`src/rtl/rr_arb_mux_if.sv`:
```
// rr_arb_mux_if: producer/consumer bundle for rr_arb_mux (select, N input channels, one registered output)
//   mode/sel              arbitration mode and explicit channel index
//   in_valid/in_data/in_ready   per-channel handshake, channel i at in_data[i*WIDTH +: WIDTH]
//   out_valid/out_data/out_src/out_ready   registered output handshake
interface rr_arb_mux_if #(parameter int WIDTH = 32, parameter int N = 4);
   localparam int SELW = $clog2(N);
   logic                 mode;
   logic [SELW-1:0]      sel;
   logic [N-1:0]         in_valid;
   logic [N*WIDTH-1:0]   in_data;
   logic [N-1:0]         in_ready;
   logic                 out_valid;
   logic [WIDTH-1:0]     out_data;
   logic [SELW-1:0]      out_src;
   logic                 out_ready;
   modport master (output mode, sel, in_valid, in_data, out_ready,
                   input in_ready, out_valid, out_data, out_src);
   modport slave (input mode, sel, in_valid, in_data, out_ready,
                  output in_ready, out_valid, out_data, out_src);
endinterface

```
`src/rtl/rr_arb_mux.sv`:
```
// rr_arb_mux: N-input registered selector, explicit-select or round-robin, valid/ready on every port
//   clk, rst   rising-edge clock, synchronous active-high reset
//   bus        rr_arb_mux_if slave: mode/sel, in_valid/in_data/in_ready, out_valid/out_data/out_src/out_ready
module rr_arb_mux #(parameter int WIDTH = 32, parameter int N = 4) (
   input logic clk,
   input logic rst,
   rr_arb_mux_if.slave bus
);
   localparam int SELW = $clog2(N);
   logic [SELW-1:0]  ptr, gnt, idx;
   logic             gnt_v, ld;
   logic [WIDTH-1:0] gnt_data;
   assign ld = ~bus.out_valid | bus.out_ready;
   always_comb begin
      gnt = bus.sel;
      gnt_v = 1'b0;
      idx = '0;
      gnt_data = '0;
      bus.in_ready = '0;
      // descending scan so the channel nearest after ptr is the last (winning) assignment
      for (int k = N; k >= 1; k--) begin
         idx = SELW'((int'(ptr) + k) % N);
         if (bus.mode && bus.in_valid[idx]) begin
            gnt = idx;
            gnt_v = 1'b1;
         end
      end
      // an out-of-range sel matches no channel and so never grants
      for (int i = 0; i < N; i++)
         if (!bus.mode && bus.sel == SELW'(i)) gnt_v = bus.in_valid[i];
      // only the granted channel reaches the register, so X on others cannot leak
      for (int i = 0; i < N; i++) begin
         if (gnt == SELW'(i)) gnt_data = bus.in_data[i*WIDTH +: WIDTH];
         bus.in_ready[i] = ~rst & ld & gnt_v & (gnt == SELW'(i));
      end
   end
   always_ff @(posedge clk)
      if (rst) begin
         bus.out_valid <= 1'b0;
         bus.out_data <= '0;
         bus.out_src <= '0;
         ptr <= SELW'(N - 1);
      end else if (ld) begin
         bus.out_valid <= gnt_v;
         if (gnt_v) begin
            bus.out_data <= gnt_data;
            bus.out_src <= gnt;
            ptr <= gnt;
         end
      end
endmodule
```
`src/flat_wrapper.sv`:
```
// flat-port wrapper written by rule: the top's interface ports become plain ports
module rr_arb_mux_flat 
#(parameter int WIDTH = 32, parameter int N = 4)
  (clk, rst, bus_mode, bus_sel, bus_in_valid, bus_in_data, bus_out_ready, bus_in_ready, bus_out_valid, bus_out_data, bus_out_src);
  rr_arb_mux_if #(.WIDTH(WIDTH), .N(N)) bus_i ();
  input logic clk;
  input logic rst;
  input wire logic [$bits(bus_i.mode)-1:0] bus_mode;
  input wire logic [$bits(bus_i.sel)-1:0] bus_sel;
  input wire logic [$bits(bus_i.in_valid)-1:0] bus_in_valid;
  input wire logic [$bits(bus_i.in_data)-1:0] bus_in_data;
  input wire logic [$bits(bus_i.out_ready)-1:0] bus_out_ready;
  output wire logic [$bits(bus_i.in_ready)-1:0] bus_in_ready;
  output wire logic [$bits(bus_i.out_valid)-1:0] bus_out_valid;
  output wire logic [$bits(bus_i.out_data)-1:0] bus_out_data;
  output wire logic [$bits(bus_i.out_src)-1:0] bus_out_src;
  assign bus_i.mode = bus_mode;
  assign bus_i.sel = bus_sel;
  assign bus_i.in_valid = bus_in_valid;
  assign bus_i.in_data = bus_in_data;
  assign bus_i.out_ready = bus_out_ready;
  assign bus_in_ready = bus_i.in_ready;
  assign bus_out_valid = bus_i.out_valid;
  assign bus_out_data = bus_i.out_data;
  assign bus_out_src = bus_i.out_src;
  rr_arb_mux #(.WIDTH(WIDTH), .N(N)) u_core (.clk(clk), .rst(rst), .bus(bus_i));
endmodule
```
`config.mk`:
```
export PLATFORM = sky130hd
export DESIGN_NAME = rr_arb_mux_flat
export DESIGN_NICKNAME = d
export VERILOG_FILES = /design/src/rtl/rr_arb_mux_if.sv /design/src/rtl/rr_arb_mux.sv /design/src/flat_wrapper.sv
export SDC_FILE = /design/constraint.sdc
export NUM_CORES = 1
export LEC_CHECK = 0
export ABC_AREA = 0
export BUFFER_PORTS_ARGS = -buffer_cell sky130_fd_sc_hd__buf_2
export CELL_PAD_IN_SITES_DETAIL_PLACEMENT = 0
export CELL_PAD_IN_SITES_GLOBAL_PLACEMENT = 1
export CORE_MARGIN = 3
export CORE_UTILIZATION = 28
export DETAILED_ROUTE_END_ITERATION = 8
export GPL_TIMING_DRIVEN = 0
export PLACE_DENSITY = 0.82
export SLEW_MARGIN = 20
export SYNTH_ARGS = -nofsm -noshare
export SYNTH_HDL_FRONTEND = slang
export SYNTH_SLANG_ARGS = --single-unit
export TNS_END_PERCENT = 50
```
`constraint.sdc`:
```
create_clock -name clk -period 2.4 [get_ports clk]
set_input_delay 0.12 -clock clk [delete_from_list [all_inputs] [get_ports clk]]
set_output_delay 0.12 -clock clk [all_outputs]
set_load 0.02 [all_outputs]
```
==> impl_results.md <==
* Asr flop ratio synth at 0
* Commonest cells post-synth: 47 x mux2i_1, 38 x inv_1, 37 x dfxtp_1, 23 x a21oi_1, 19 x o31ai_1
* Max frequency at 430 MHz
* Max_slew headroom at 0.670
* Worst Hold Class: in -> reg
* GR Overflow Total at 0
* WL final at 8750 microns
* # DRC at 0
* Ys flop type: dfxtp_1
* Placed cells at 573
* DR WL/cell at 15.1 microns
* Share of the synthesized area in the top cell type at 0.292
* P_leak at 1.95 nW
* Syn_nets at 429
* Worst setup SP type: register
* FF-to-FF setup slack at 210 ps
* Number of global-route vias before repair at 2823
* Hold Buf Count CTS at 0
* NetSw at 882 uW
* # IOs at 177
* Cell variety after synth at 41
* Global-route wire length before repair at 13500 microns
* Worst Hold Depth at 3
* EDFF count, synth at 0
* Cell with the most instances after synthesis: mux2i_1
* Fin. max-slew vios at 0
* Critical Path End Type: output pin
* Syn-to-layout area delta at 45.9%
* DPL Wire Length at 6880 microns
* Layout Nets at 611
* Post-layout min period at 2330 ps
* Switch share at 0.393
* Outcome: complete, no violations
* Max-Cap Viols at 0
* Final ANT Viol Nets at 0
* Clock power frac at 0.185
* Min-delay src: bus_in_data[90]
* Combinational Power Share at 0.473
* Pwr Density at 607 nW/um^2
* Internal power at 1.36 mW
* CP required at 2280 ps
* IO buf count at 174
* Starting Density at 0.289
* Synth top area cells: dfxtp_1 29%, mux2i_1 19%, a221oi_2 5.9%, inv_1 5.6%, o31ai_1 5.6%
* # rows at 34
* CTS tree: done
* Final Hold Viols at 0
* Iteration-0 DRC Markers at 82
* Vias post-DR at 2821
* Seq/Total Area, Yosys at 0.292
* Layout cells sized above 1 at 0.483
* Reg-to-reg startpoint: u_core.ptr[0]
* Number of CTS-inserted buffers at 5
* Synth area leader: dfxtp_1
* Max VDD drop at 0.218 mV
* CTS root buffer: clkbuf_8
* Worst Tran Pin Value at 495 ps
* Via-per-instance ratio at 4.86
* CP Max Fanout at 10
* CTS max path bufs at 2
* Worst-path clk slew at 80 ps
* Antenna violations before repair at 0
* Layout Cells excl Fill at 580
* Crit Path Category: reg -> out
* Synthesized area at 2540 sq um
* Dpl ws at 50.0 ps
* CTS H-tree depth at 2
* Yosys warnings at 0
* Die height at 101 microns
* Die area at 10200 sq um
* Reg2reg path depth at 10
* Final setup skew at 7.53 ps
* Clock sink count at 37
* Setup-failing EPs final at 0
* Flop pwr share at 0.342
* Die Wd at 101 microns
* Setup WS post-layout at 72.1 ps
* #FFs+latches synth at 37
* GR Util All Layers at 0.164
* Worst-Skew Late Latency at 290 ps
* Avg Cell Area, Syn at 8.72 sq um
* WHS Endpoint: u_core.bus.out_data[26]
* Critical Path AT at 2210 ps
* RePlAce Congestion at 0.837
* Maximum number of pins on one net before global-route repair at 20
* FF-to-FF End: u_core.bus.out_data[21]
* Core Area at 8760 sq um
* Post-synthesis cell count at 291
* Pre-antenna DRT Iters at 4
* Crit share post-route at 0.970
* Ant diodes at 0
* Setup TNS at 0 ps
metal layers:
layer	vias up	GRT usage	wire length (microns)	share of wire
met5	-	0	0	0
met4	0	0.0348	89	0.010
met3	10	0.0427	839	0.096
met2	137	0.294	4200	0.48
met1	1253	0.197	3620	0.41
li1	1421	-	-	-
worst max-delay path: stages (launching register included):
cell and delay [ps]:
dfxtp_2 340, mux2_2 320, a211o_1 300, a31oi_4 190
or2_4 180, nand2_4 80, buf_4 190, nor2_1 120
buf_2 190
metrics by stage:
stage / utilization / hold slack (ps) / power [mW] / area [sq um]
after global placement: 0.404 / 369 / 1.80 / 3540
after global routing: 0.422 / 64.3 / 2.41 / 3700
after floorplan: - / 263 / 1.45 / 2540
after detailed placement: 0.404 / 375 / 1.82 / 3540
after CTS: 0.416 / 61.6 / 2.25 / 3640
final: 0.422 / 67.7 / 2.25 / 3700
cell type report:
class,count,area (sq um)
Clock buffer,5,68.8
Clock inverter,1,5.00
Inverter,38,143
Timing Repair Buffer,177,898
Multi-Input combinational cell,190,1540
Sequential cell,37,742
Tap cell,108,135
Fill cell,916,5060
Buffer,24,171
kinds of logic (layout without fill, tap and decap cells):
family	count (synthesis)	count (layout)	synth area share
multiplexers	51	51	0.217
AND/OR/NAND/NOR	49	49	0.0942
buffers and inverters	64	245	0.118
AO/OA/AOI/OAI	90	90	0.279
flip-flops	37	37	0.292
flip-flops by register name (all words and copies together) (netlist names):
signal,flops
u_core.bus.out_src,2
u_core.bus.out_valid,1
u_core.ptr,2
u_core.bus.out_data,32
cells in the final DEF, fill, tap and decap left out, types with 2 or more instances in the layout:
| cell type | n |
|---|---|
| clkbuf_1 | 3 |
| a221oi_2 | 10 |
| mux2i_1 | 47 |
| nand2b_1 | 5 |
| dfxtp_1 | 36 |
| nor2b_1 | 3 |
| and2_1 | 2 |
| inv_1 | 38 |
| a221oi_1 | 8 |
| o31ai_1 | 19 |
| clkbuf_8 | 5 |
| mux4_2 | 2 |
| buf_2 | 182 |
| o21ai_0 | 4 |
| o221ai_1 | 14 |
| a21oi_1 | 23 |
| buf_4 | 7 |
| nor3_1 | 3 |
| nor2_1 | 11 |
| buf_6 | 6 |
| nand2_1 | 17 |
power by group through the flow:
stage          clock, mW  sequential, mW  combinational, mW
6_report           0.415           0.769               1.06
5_1_grt            0.465           0.783               1.16
4_1_cts            0.431           0.768               1.05
3_5_place_dp           0           0.780               1.04
3_3_place_gp           0           0.778               1.03
2_1_floorplan          0           0.898              0.556
repair_timing:
| action | CTS | global route |
|---|---|---|
| endpoints found under the hold margin | 0 | 0 |
| setup buffers | 0 | 3 |
| endpoints found under the setup margin | 4 | 24 |
| gates cloned | 0 | 0 |
| gates resized for setup | 8 | 11 |
worst max path at each step:
stage                               start                      end  cells after the start
final                       u_core.ptr[1]          bus_in_ready[0]                      8
after global placement    bus_in_valid[2]          bus_in_ready[0]                     10
after detailed placement  bus_in_valid[2]          bus_in_ready[0]                     10
after floorplan             u_core.ptr[1]          bus_in_ready[1]                      9
after global routing        u_core.ptr[0]  u_core.bus.out_data[17]                     10
after CTS                   u_core.ptr[1]          bus_in_ready[1]                      9
(Power assumes the default switching activity.)
